File: config.mk
export PLATFORM = sky130hd
export DESIGN_NAME = param_tagged_fifo
export DESIGN_NICKNAME = d
export VERILOG_FILES = /design/src/rtl/param_tagged_fifo.sv
export SDC_FILE = /design/constraint.sdc
export NUM_CORES = 1
export LEC_CHECK = 0
export ABC_CLOCK_PERIOD_IN_PS = 7600
export CORE_ASPECT_RATIO = 0.8
export CORE_MARGIN = 8
export CORE_UTILIZATION = 35
export CTS_CLUSTER_SIZE = 30
export DETAILED_ROUTE_END_ITERATION = 7
export SYNTH_ARGS = -nofsm -noshare
export SYNTH_HDL_FRONTEND = slang
export SYNTH_SLANG_ARGS = --single-unit
File: constraint.sdc
create_clock -name clk -period 7.6 [get_ports clk]
set_input_delay 1.9 -clock clk [delete_from_list [all_inputs] [get_ports clk]]
set_output_delay 1.9 -clock clk [all_outputs]
set_load 0.03 [all_outputs]
File: src/rtl/param_tagged_fifo.sv
// param_tagged_fifo: synchronous first-word-fall-through FIFO carrying a data
// payload together with an ID tag, with occupancy and drop counters.
//
// Build option: define PARAM_FIFO_ID_FILTER_EN to compile in ID filtering.
// Accepted words whose tag equals FILTER_ID are then consumed but not stored,
// and drop_cnt counts them (saturating). Without the macro every accepted word
// is stored and drop_cnt is tied to zero. The port list is the same either way.
//
// Handshake: a transfer happens on a rising edge where valid && ready are both
// high. ready never depends on valid from the same side, and in_ready /
// out_valid are decoded from registered occupancy only, so there is no
// combinational path from out_ready to in_ready. A producer holds its word
// stable until it is accepted; signals under a low valid are ignored.
module param_tagged_fifo #(
  parameter int                  DATA_WIDTH = 32,
  parameter int                  ID_WIDTH   = 8,
  parameter int                  DEPTH      = 8,
  parameter logic [ID_WIDTH-1:0] FILTER_ID  = '0
) (
  input  logic                        clk,
  input  logic                        rst,
  input  logic                        in_valid,
  output logic                        in_ready,
  input  logic [DATA_WIDTH-1:0]       in_data,
  input  logic [ID_WIDTH-1:0]         in_id,
  output logic                        out_valid,
  input  logic                        out_ready,
  output logic [DATA_WIDTH-1:0]       out_data,
  output logic [ID_WIDTH-1:0]         out_id,
  output logic [$clog2(DEPTH):0]      count,
  output logic [15:0]                 drop_cnt
);

  localparam int AW = $clog2(DEPTH);
  localparam logic [AW:0] FULL_COUNT = (AW + 1)'(DEPTH);

  typedef struct packed {
    logic [ID_WIDTH-1:0]   id;
    logic [DATA_WIDTH-1:0] data;
  } entry_t;

  // Storage is never reset; only the pointers and occupancy define validity.
  entry_t        mem [DEPTH];
  logic [AW-1:0] wr_ptr;
  logic [AW-1:0] rd_ptr;
  logic [AW:0]   count_q;

  logic push;   // handshake on the input side
  logic pop;    // handshake on the output side
  logic drop;   // accepted word that is discarded by the filter
  logic store;  // accepted word that is written into the array

  assign in_ready  = (count_q != FULL_COUNT);
  assign out_valid = (count_q != '0);
  assign push      = in_valid && in_ready;
  assign pop       = out_valid && out_ready;

`ifdef PARAM_FIFO_ID_FILTER_EN
  assign drop = push && (in_id == FILTER_ID);
`else
  assign drop = 1'b0;
`endif

  assign store = push && !drop;

  // Head entry is presented directly from the array (fall-through read).
  assign out_id   = mem[rd_ptr].id;
  assign out_data = mem[rd_ptr].data;
  assign count    = count_q;

  // Array write: contents survive reset, only the pointers are cleared.
  always_ff @(posedge clk) begin
    if (store) begin
      mem[wr_ptr] <= '{id: in_id, data: in_data};
    end
  end

  // Pointer and occupancy update; pointers wrap naturally at DEPTH.
  always_ff @(posedge clk) begin
    if (rst) begin
      wr_ptr  <= '0;
      rd_ptr  <= '0;
      count_q <= '0;
    end else begin
      if (store) begin
        wr_ptr <= wr_ptr + AW'(1);
      end
      if (pop) begin
        rd_ptr <= rd_ptr + AW'(1);
      end
      case ({store, pop})
        2'b10:   count_q <= count_q + (AW + 1)'(1);
        2'b01:   count_q <= count_q - (AW + 1)'(1);
        default: count_q <= count_q;
      endcase
    end
  end

`ifdef PARAM_FIFO_ID_FILTER_EN
  logic [15:0] drop_q;

  // Filtered-word counter, saturating so it never wraps back to a small value.
  always_ff @(posedge clk) begin
    if (rst) begin
      drop_q <= '0;
    end else if (drop && (drop_q != 16'hFFFF)) begin
      drop_q <= drop_q + 16'd1;
    end
  end

  assign drop_cnt = drop_q;
`else
  assign drop_cnt = 16'd0;
`endif

endmodule

## Word level (Yosys, flattened, before mapping)

Memories as Yosys holds them, arrays and structs flattened. A register that Yosys moved wholly into a read port is not among the register bits.
Cells that the tools add are included.
W data, S select, Z words.

- $add $sub $neg: 4
- Multipliers: 0
- Divide/modulo/power cells: 0
- Order comparisons: 0
- Equal/unequal tests: 3
- Shifts and indexed selects: 0
- Mux-type cells: 5
- Bitwise logic cells: 0
- Reduce and logical (&&, ||, !) cells: 4

Operators with widths:

| operator | number |
|---|---|
| $pmux W4 S2 | 1 |
| $add A3 B1 Y3 const B | 2 |
| $mux W3 | 2 |
| $add A4 B1 Y4 const B | 1 |
| $ne A4 B4 Y1 const B | 1 |
| $reduce_bool A4 Y1 | 1 |
| $sub A4 B1 Y4 const B | 1 |
| $eq A2 B1 Y1 const B | 1 |
| $eq A2 B2 Y1 const B | 1 |
| $logic_and A1 B1 Y1 | 2 |
| $mux W1 | 2 |
| $reduce_bool A2 Y1 | 1 |

- Bits in registers: 10
- Latch bits: 0
- Bits in writable memories: 320
- Bits in read-only memories: 0
- Bits of input ports: 44
- Logic and storage cells: 20
- Memories kept: 1

Memory list:

| name | words | bits a word | read ports | clocked after memory_dff | write ports | RTL line | source |
|---|---|---|---|---|---|---|---|
| mem | 8 | 40 | 1 | 1 | 1 | 43 | `entry_t mem [DEPTH];` |

## Depth between registers and ports, before layout

Gate-level depths: netlist (run 1).

- Depth in word-level cells: 4
- Gate-level depth with buffers: 10

## Least setup slack after synthesis (run 1)

Ideal clock, no wire load.

- Path type: in2reg
- Start point: input port in_valid
- End point: memory mem[0][0] (netlist bit), enable pin
- Library setup time: 0.537 ns
- Arrival time: 5.789 ns
- Path slack: 1.274 ns
- Stages: 2
- Path through: nand2_4 -> nor4_1

- Word-level cells in the longest chain between the ends: 3

Ends and longest elaborated chain:

| item | RTL line | source |
|---|---|---|
| start: declaration | 22 | `input logic in_valid,` |
| $logic_and A1 B1 Y1 | 55 | `assign push = in_valid && in_ready;` |
| $mux W1 | 73 | `if (store) begin` |
| $mux W1 (not written as such) | 74 | `mem[wr_ptr] <= '{id: in_id, data: in_data};` |
| end: declaration | 43 |  |

No other way between the ends.

==> impl_metrics.json, run 1 <==
{
  "outcome": "completed",
  "cpLargestDelayFamily": "buffers and inverters",
  "p_sw_mw": 1.38,
  "synth.most_common_cell": "edfxtp_1",
  "place.detailed.hpwl_mm": 13.9,
  "fin_ws_ns": 2.02,
  "cts_max_path_buffers": 3,
  "final_hold_slack_ns": 0.482,
  "worst-slew-pin-transition_ns": 1.18,
  "swShare_pct": 26.7,
  "global_route_wire_length_before_repair_mm": 38.9,
  "synth-seq-cells": 333,
  "grtUsageTotal_pct": 12.0,
  "cp-start-kind": "register",
  "design.core.area_um2": 36700,
  "grt_start_max_net_pins": 81,
  "cts_inserted_buffers": 35,
  "postLayoutCoreUtil_pct": 42.2,
  "timing.setup.critical_path_class": "reg2out",
  "syn2layout_area_growth_pct": 19.9,
  "slew_violations": 0,
  "required_time_of_the_critical_path_ns": 5.70,
  "finalSetupTns_ns": 0,
  "cts_resized": 0,
  "boundaryPins": 106,
  "dpl-instance-area_um2": 14300,
  "timing.critical_path.buf_inv": 2,
  "clock_latency_late_sink_ns": 0.50,
  "fmaxAchievable_mhz": 179,
  "die-area_um2": 43400,
  "drc": 0,
  "h_tree_lvl_count": 2,
  "worstReg2RegStart": "count[1]$_SDFFE_PP0P_",
  "number_of_standard_cell_rows_in_the_floorplan": 63,
  "grt_pass1_vias": 6115,
  "reg2reg_setup_slack_ns": 4.82,
  "post-synth-top-area-fraction_pct": 74.3,
  "final_layout_size_suffix_gt1_share_pct": 22.9,
  "cts_num_sinks": 333,
  "max-slew-margin-rel_pct": 21.7,
  "cell_type_of_the_slowest_stage_on_the_worst_timing_path": "dfxtp_4",
  "synth.top_cells.by_area": "edfxtp_1 (74%), mux4_2 (7.7%), mux4_1 (7.3%)",
  "power-per-cell-area_nw_per_um2": 335,
  "p_clk_share_pct": 32.7,
  "netlist.top_cell.by_area": "edfxtp_1",
  "wl_final_mm": 26.3,
  "leakage_power_summed_over_all_cells_nw": 4.88,
  "detail_route.wl_per_cell_um": 22.4,
  "synthesized_area_um2": 12900,
  "die_width_um": 231,
  "comb_power_share_pct": 23.2,
  "post-cts-setup-buffers": 0,
  "ant_nets": 0,
  "synth.cells.most_frequent": "edfxtp_1 (320), mux4_2 (44), mux2_2 (42)",
  "final_count_of_hold_timing_violations": 0,
  "die-height_um": 188,
  "clock-root-buffer": "clkbuf_16",
  "antenna_found_initial": 0,
  "initial_core_utilization_pct": 35.2,
  "period_share_pct": 73.4,
  "postSynthCellCount": 553,
  "dr.first_iter.drc_count": 328,
  "syn-mean-instance-area_um2": 23.4,
  "yosys.cell_types.count": 31,
  "fin_nets": 712,
  "ys.warnings.count": 0,
  "timing.max_cap.violations": 0,
  "finalCriticalPeriod_ns": 5.58,
  "worstPathMaxFanout": 51,
  "synth_top_flop_cell": "edfxtp_1",
  "ys_async_sr_fraction_pct": 0,
  "worst_hold_path_type": "reg2reg",
  "crit_path_end_kind": "output port",
  "design_area_um2": 15500,
  "seqPwrFrac_pct": 44.0,
  "worst_r2r_path_depth": 7,
  "peakVddDrop_mv": 0.187,
  "critPathArrivalTime_ns": 3.68,
  "fin_skew_ns": 0.00998,
  "gp_congestion": 0.647,
  "synth_edf_count": 320,
  "holdBufCountCts": 0,
  "rsz0062_at_grt": "false",
  "vias": 5721,
  "place_ws_ns": 2.44,
  "port-buffer-count": 89,
  "cpPeakStageDelay_ns": 1.00,
  "final_setup_violation_count": 0,
  "clk_transition_reported_paths_ns": 0.06,
  "detailedRoute.firstPassIterationCount": 4,
  "timing.hold.worst_path_depth": 2,
  "power.internal_mw": 3.81,
  "cts_tree": "built",
  "rr_endpoint": "count[3]$_SDFFE_PP0P_",
  "yosysSeqAreaShare_pct": 76.3,
  "min_from": "rd_ptr[1]$_SDFFE_PP0P_",
  "via_per_inst": 4.88,
  "grt_remaining_overflow": 0,
  "crit_path_cell_trace": "buf_4, mux4_1, mux2_2, clkdlybuf4s50_1"
}
==> sequential cells by signal (all words and copies together) (netlist names), named ones only <==
register	cells
rd_ptr	3
mem	320
wr_ptr	3
count	4
==> placed cells by master, fill, tap and decap left out, types with 7 or more instances in the layout <==
master	count
buf_4	10
conb_1	16
xor2_1	7
mux4_1	36
edfxtp_1	320
nor2_1	8
mux2_2	42
clkbuf_16	37
clkbuf_1	7
mux4_2	44
dfxtp_1	10
clkdlybuf4s50_1	89
==> logic make-up after synthesis <==
logic type / after synthesis / synth area share [%]
other: 1 / 0.0290
buffers and inverters: 42 / 2.23
muxes: 123 / 18.7
AOI/OAI and AO/OA: 7 / 0.329
and+or+nand+nor: 35 / 1.41
adders and majority gates: 5 / 0.484
DFF: 333 / 76.3
xor gates and xnor gates: 7 / 0.474
==> through the flow <==
stage	power [mW]	std cells
2_1_floorplan	3.15	568
3_3_place_gp	3.53	1113
3_5_place_dp	3.56	1113
4_1_cts	5.28	1172
5_1_grt	5.40	1172
6_report	5.19	1173
==> worst max-delay path by stage <==
stage	from	end	slack [ns]	cells past startpoint
after floorplan	in_valid	mem[0][0]$_DFFE_PP_	1.27	2
after global placement	register	out_id[1]	2.50	4
after detailed placement	register	out_id[5]	2.44	4
after CTS	register	out_id[5]	1.89	4
after global routing	register	out_id[3]	1.78	4
final	register	out_id[1]	2.02	4
==> per-layer routing <==
layer  routed length [µm]  vias up  GRT usage [%]
met5                    0        -              0
met3                 1020       40           2.42
met1                11400     3025           15.0
li1                     -     2548              -
met2                13400      108           21.1
met4                  448        0           2.90
==> area by class of cell <==
cell class              instances  area (µm²)
repair buffers                 99         966
fillers                      3195       21200
clock buffers                  44         952
flip-flops and latches        333        9880
well taps                     487         609
multi-input cells             193        2880
clock inverters                15         209
inverters                       1        3.75
diodes                          1        2.50
==> worst register-to-register path: cells and delay by family (launching register included) <==
kind | cells | cell delay (ns)
AND/OR/NAND/NOR | 3 | 0.98
flip-flops | 1 | 0.39
adder cells (fa/ha/maj) | 1 | 0.29
AO/OA/AOI/OAI | 1 | 0.36
multiplexers | 2 | 0.66
==> power by group through the flow <==
stage | Sequential (mW) | Combinational, mW | Clock (mW)
2_1_floorplan | 2.24 | 0.903 | 0
3_3_place_gp | 2.32 | 1.21 | 0
3_5_place_dp | 2.33 | 1.23 | 0
4_1_cts | 2.30 | 1.23 | 1.75
5_1_grt | 2.31 | 1.28 | 1.81
6_report | 2.29 | 1.21 | 1.70
(Power assumes the default switching activity.)
==> inputs of run 2 (changes only) <==
- ABC_CLOCK_PERIOD_IN_PS: 7600 -> 5700
- clock period: 7.6 -> 5.7 ns (I/O delays scaled with it)
==> run 2 against run 1 <==
Compared with the run above:
- design area is 0.77% lower
- routed wire length decreased by 0.43%
- clock-buffer cell count is 3 lower
- core utilization decreased by 0.32 points
- largest cell class unchanged
- critical endpoint is now out_id[3]
==> impl_metrics.json, run 2 (synthesized netlist as in run 1, its figures left out) <==
{
  "drc": 0,
  "initial_core_utilization_pct": 35.2,
  "cp-start-kind": "register",
  "port-buffer-count": 89,
  "die-area_um2": 43400,
  "dr.first_iter.drc_count": 350,
  "cts_tree": "built",
  "most_used_cells_in_the_layout_excluding_fill_and_tap_cells": "edfxtp_1 (320), clkdlybuf4s50_1 (89), mux4_2 (44)",
  "fmaxAchievable_mhz": 211,
  "power-per-cell-area_nw_per_um2": 435,
  "final_hold_slack_ns": 0.514,
  "cell_type_of_the_slowest_stage_on_the_worst_timing_path": "dfxtp_4",
  "crit_path_cell_trace": "buf_4, mux4_1, mux2_2, clkdlybuf4s50_1",
  "number_of_flip_flops_under_the_largest_register_name": 320,
  "grt_start_max_net_pins": 81,
  "grtUsageTotal_pct": 12.1,
  "clk_transition_reported_paths_ns": 0.06,
  "boundaryPins": 106,
  "detailedRoute.firstPassIterationCount": 4,
  "slew_violations": 0,
  "finalSetupTns_ns": 0,
  "critPathArrivalTime_ns": 3.32,
  "worstPathMaxFanout": 40,
  "cts_max_path_buffers": 3,
  "cts_inserted_buffers": 34,
  "vias": 5723,
  "cpPeakStageDelay_ns": 0.87,
  "die_width_um": 231,
  "required_time_of_the_critical_path_ns": 4.28,
  "cts_resized": 0,
  "final_count_of_hold_timing_violations": 0,
  "outcome": "completed",
  "fin_nets": 713,
  "n_antenna_cell": 0,
  "design.core.area_um2": 36700,
  "syn2layout_area_growth_pct": 18.9,
  "detail_route.wl_per_cell_um": 22.3,
  "cts_num_sinks": 333,
  "final_common_cell": "edfxtp_1",
  "worst_hold_path_type": "reg2reg",
  "global_route_wire_length_before_repair_mm": 39.5,
  "rsz0062_at_grt": "false",
  "via_per_inst": 4.87,
  "wl_final_mm": 26.2,
  "gp_congestion": 0.674,
  "die-height_um": 188,
  "place.detailed.hpwl_mm": 14.8,
  "peakVddDrop_mv": 0.245,
  "max-slew-margin-rel_pct": 22.9,
  "largest_register": "mem",
  "final_layout_size_suffix_gt1_share_pct": 22.6,
  "timing.setup.critical_path_class": "reg2out",
  "fin_skew_ns": 0.0218,
  "grt_pass1_vias": 6330,
  "holdBufCountCts": 0,
  "leakage_power_summed_over_all_cells_nw": 4.82,
  "worst-slew-pin-transition_ns": 1.16,
  "period_share_pct": 83.3,
  "ant_nets": 0,
  "number_of_standard_cell_rows_in_the_floorplan": 63,
  "clock-root-buffer": "clkbuf_16",
  "post-cts-setup-buffers": 0,
  "timing.max_cap.violations": 0,
  "h_tree_lvl_count": 2,
  "finalCriticalPeriod_ns": 4.75,
  "grt_remaining_overflow": 0,
  "final_setup_violation_count": 0,
  "clock_latency_late_sink_ns": 0.52,
  "antenna_found_initial": 2,
  "crit_path_end_kind": "output port"
}
==> run 2: cell count changes in the layout (fill, tap and decap cells not counted), moves of 2 or more <==
cell	change
clkinv_1	+5
clkbuf_16	-2
clkinv_4	-3
clkinv_8	+2
clkinv_2	+2
bufinv_16	-5
==> run 2: final cells by class <==
cell class / instances / area, µm²
sequential: 333 / 9880
clock inverter: 18 / 110
fill: 3206 / 21400
multi-input combinational: 193 / 2890
inverter: 1 / 3.75
timing repair buffer: 101 / 993
clock buffer: 41 / 898
tap: 487 / 609
==> run 2: critical path: cells and delay by family (launching register included) <==
kind	cells	cell delay [ns]
muxes	2	0.89
buffers and inverters	2	1.01
DFF	1	0.87
==> run 2: routing by layer <==
layer  vias up  share of wire [%]  global-route usage [%]
li1       2538                  -                       -
met1      3039                 41                    14.3
met2       107                 53                    22.0
met3        35                4.1                    2.78
met4         4                1.3                    2.85
met5         -               0.12                       0
==> run 2: report_power, final <==
part	switching [mW]	total, mW	internal (mW)
clock network	0.873	2.00	1.13
logic	0.831	1.65	0.819
registers	0.170	3.04	2.87
==> run 2: worst paths after layout <==
path                                        startpoint                   end  slack (ns)  cells past startpoint
worst max-delay path                          register             out_id[3]        0.95                      4
worst min-delay path            rd_ptr[1]$_SDFFE_PP0P_              register        0.51                      2
worst max register to register   count[0]$_SDFFE_PP0P_  mem[5][34]$_DFFE_PP_        2.91                      4
worst min register to register  rd_ptr[1]$_SDFFE_PP0P_              register        0.51                      2
==> run 2: stage by stage <==
step | cells | utilization [%] | area, µm² | setup slack (ns) | power [mW]
2_1_floorplan | 568 | - | 13000 | 0.909 | 4.19
3_3_place_gp | 1115 | 39.1 | 14400 | 1.44 | 4.73
3_5_place_dp | 1115 | 39.1 | 14400 | 1.42 | 4.78
4_1_cts | 1174 | 41.9 | 15400 | 0.865 | 6.80
5_1_grt | 1174 | 41.9 | 15400 | 0.762 | 6.98
6_report | 1174 | 41.9 | 15400 | 0.954 | 6.69
==> inputs of run 3 (changes only) <==
- ABC_CLOCK_PERIOD_IN_PS: 5700 -> 4150
- clock period: 5.7 -> 4.15 ns (I/O delays scaled with it)
==> run 3 against run 2 <==
Compared with the run above:
- non-clock buffer count rose by 4
- first-iteration DRC count rose by 21%
- power rose by 40%
- via count fell by 0.30%
- design area rose by 1.4%
- sequential power rose by 33%
- cell count rose by 0.94%
- setup slack got worse by 0.60 ns
- largest power group unchanged
- largest cell class unchanged
- critical path depth did not move
==> impl_metrics.json, run 3 (synthesized netlist as in run 1, its figures left out) <==
{
  "syn2layout_area_growth_pct": 20.6,
  "clock_latency_late_sink_ns": 0.52,
  "topRoutingLayerUsed": "met4",
  "postLayoutCoreUtil_pct": 42.4,
  "period_share_pct": 91.6,
  "grt_remaining_overflow": 0,
  "gp_congestion": 0.685,
  "timing.setup.critical_path_class": "reg2out",
  "p_sw_mw": 2.57,
  "boundaryPins": 106,
  "grtUsageTotal_pct": 12.1,
  "cpPeakStageDelay_ns": 0.68,
  "outcome": "completed",
  "cts_max_path_buffers": 3,
  "cell_type_of_the_slowest_stage_on_the_worst_timing_path": "dfxtp_4",
  "cp-start-kind": "register",
  "seqPwrFrac_pct": 43.3,
  "cts_num_sinks": 333,
  "drc": 0,
  "p_clk_share_pct": 31.0,
  "largest_register": "mem",
  "number_of_standard_cell_rows_in_the_floorplan": 63,
  "leakage_power_summed_over_all_cells_nw": 4.89,
  "detail_route.wl_per_cell_um": 22.2,
  "worst_hold_path_type": "reg2reg",
  "fin_ws_ns": 0.350,
  "critPathArrivalTime_ns": 2.76,
  "port-buffer-count": 89,
  "design.core.area_um2": 36700,
  "power-per-cell-area_nw_per_um2": 599,
  "via_per_inst": 4.82,
  "place.detailed.hpwl_mm": 14.4,
  "met3WireLength_um": 862,
  "global_route_wire_length_before_repair_mm": 39.6,
  "h_tree_lvl_count": 2,
  "holdBufCountCts": 0,
  "fin_nets": 718,
  "multi_input_comb_area_um2": 2890,
  "final_count_of_hold_timing_violations": 0,
  "final_setup_violation_count": 0,
  "worst-slew-pin-transition_ns": 0.751,
  "clk_transition_reported_paths_ns": 0.06,
  "detailroute.wirelength.met2_mm": 13.6,
  "required_time_of_the_critical_path_ns": 3.11,
  "cts_inserted_buffers": 35,
  "final_common_cell": "edfxtp_1",
  "finalCriticalPeriod_ns": 3.80,
  "n_fill_cell": 3169,
  "rsz0062_at_grt": "false",
  "number_of_flip_flops_under_the_largest_register_name": 320,
  "routedLengthMet1_mm": 11.2,
  "place_ws_ns": 0.814,
  "timing.critical_path.buf_inv": 2,
  "die_width_um": 231,
  "power.internal_mw": 6.77,
  "post-cts-setup-buffers": 0,
  "peakVddDrop_mv": 0.258,
  "antenna_found_initial": 2,
  "slew_violations": 0,
  "final_layout_size_suffix_gt1_share_pct": 23.1,
  "vias": 5706,
  "cts_resized": 0,
  "fin_skew_ns": 0.0112,
  "final-seq-area_um2": 9880,
  "die-height_um": 188,
  "wl_final_mm": 26.3,
  "cpLargestDelayFamily": "buffers and inverters",
  "detailedRoute.firstPassIterationCount": 4,
  "grt_start_max_net_pins": 43,
  "dr.first_iter.drc_count": 425,
  "comb_power_share_pct": 25.6,
  "initial_core_utilization_pct": 35.2,
  "swShare_pct": 27.5,
  "die-area_um2": 43400,
  "fmaxAchievable_mhz": 263,
  "worstPathMaxFanout": 34,
  "clock-root-buffer": "clkbuf_16",
  "crit_path_cell_trace": "buf_4, mux4_1, mux2_2, clkdlybuf4s50_1",
  "max-slew-margin-rel_pct": 49.9,
  "ant_nets": 0,
  "cts_tree": "built",
  "timing.max_cap.violations": 0,
  "crit_path_end_kind": "output port",
  "most_used_cells_in_the_layout_excluding_fill_and_tap_cells": "edfxtp_1 (320), clkdlybuf4s50_1 (89), mux4_2 (44)",
  "grt_pass1_vias": 6415
}
run 3: final timing paths:
path                     startpoint               endpoint  slack (ns)  cells past startpoint
max                        register           out_data[14]        0.35                      4
min          rd_ptr[1]$_SDFFE_PP0P_               register        0.50                      2
min reg2reg  rd_ptr[1]$_SDFFE_PP0P_               register        0.50                      2
max reg2reg   count[1]$_SDFFE_PP0P_  count[3]$_SDFFE_PP0P_        1.40                      7
run 3: metal layers:
metal,track usage (%),vias to the layer above
met2,21.3,104
met5,0,-
met1,14.9,3001
met4,4.19,0
met3,2.30,39
li1,-,2562
run 3: worst reg2reg max path: stages (launching register included):
cell and delay (ns):
dfxtp_1 0.39, or4b_1 0.71, nand2_4 0.22, ha_1 0.35, nor4b_1 0.39, a41oi_1 0.10, o41ai_1 0.10, mux2_2 0.38
run 3: cell type report:
cell class                 instances  area share [%]
timing repair buffer             105            7.29
clock buffer                      41            5.76
antenna                            2          0.0321
clock inverter                    23            1.08
multi-input combinational        193            18.6
sequential                       333            63.4
inverter                           1          0.0241
tap                              487            3.91
run 3: metrics by stage:
step / hold slack, ns / cell area (µm²) / std cells / TNS (ns) / power, mW
finish: 0.498 / 15600 / 1185 / 0 / 9.34
global route: 0.526 / 15600 / 1185 / 0 / 9.74
CTS: 0.502 / 15600 / 1183 / 0 / 9.50
detailed placement: 0.486 / 14500 / 1119 / 0 / 6.58
global placement: 0.464 / 14500 / 1119 / 0 / 6.52
floorplan: 0.454 / 13000 / 568 / -30.52 / 5.76
run 3: power by group through the flow:
| stage | Sequential (mW) | Clock, mW | Combinational, mW |
|---|---|---|---|
| floorplan | 4.10 | 0 | 1.66 |
| global placement | 4.10 | 0 | 2.42 |
| detailed placement | 4.12 | 0 | 2.45 |
| CTS | 4.05 | 2.98 | 2.47 |
| global route | 4.07 | 3.11 | 2.56 |
| finish | 4.05 | 2.90 | 2.39 |
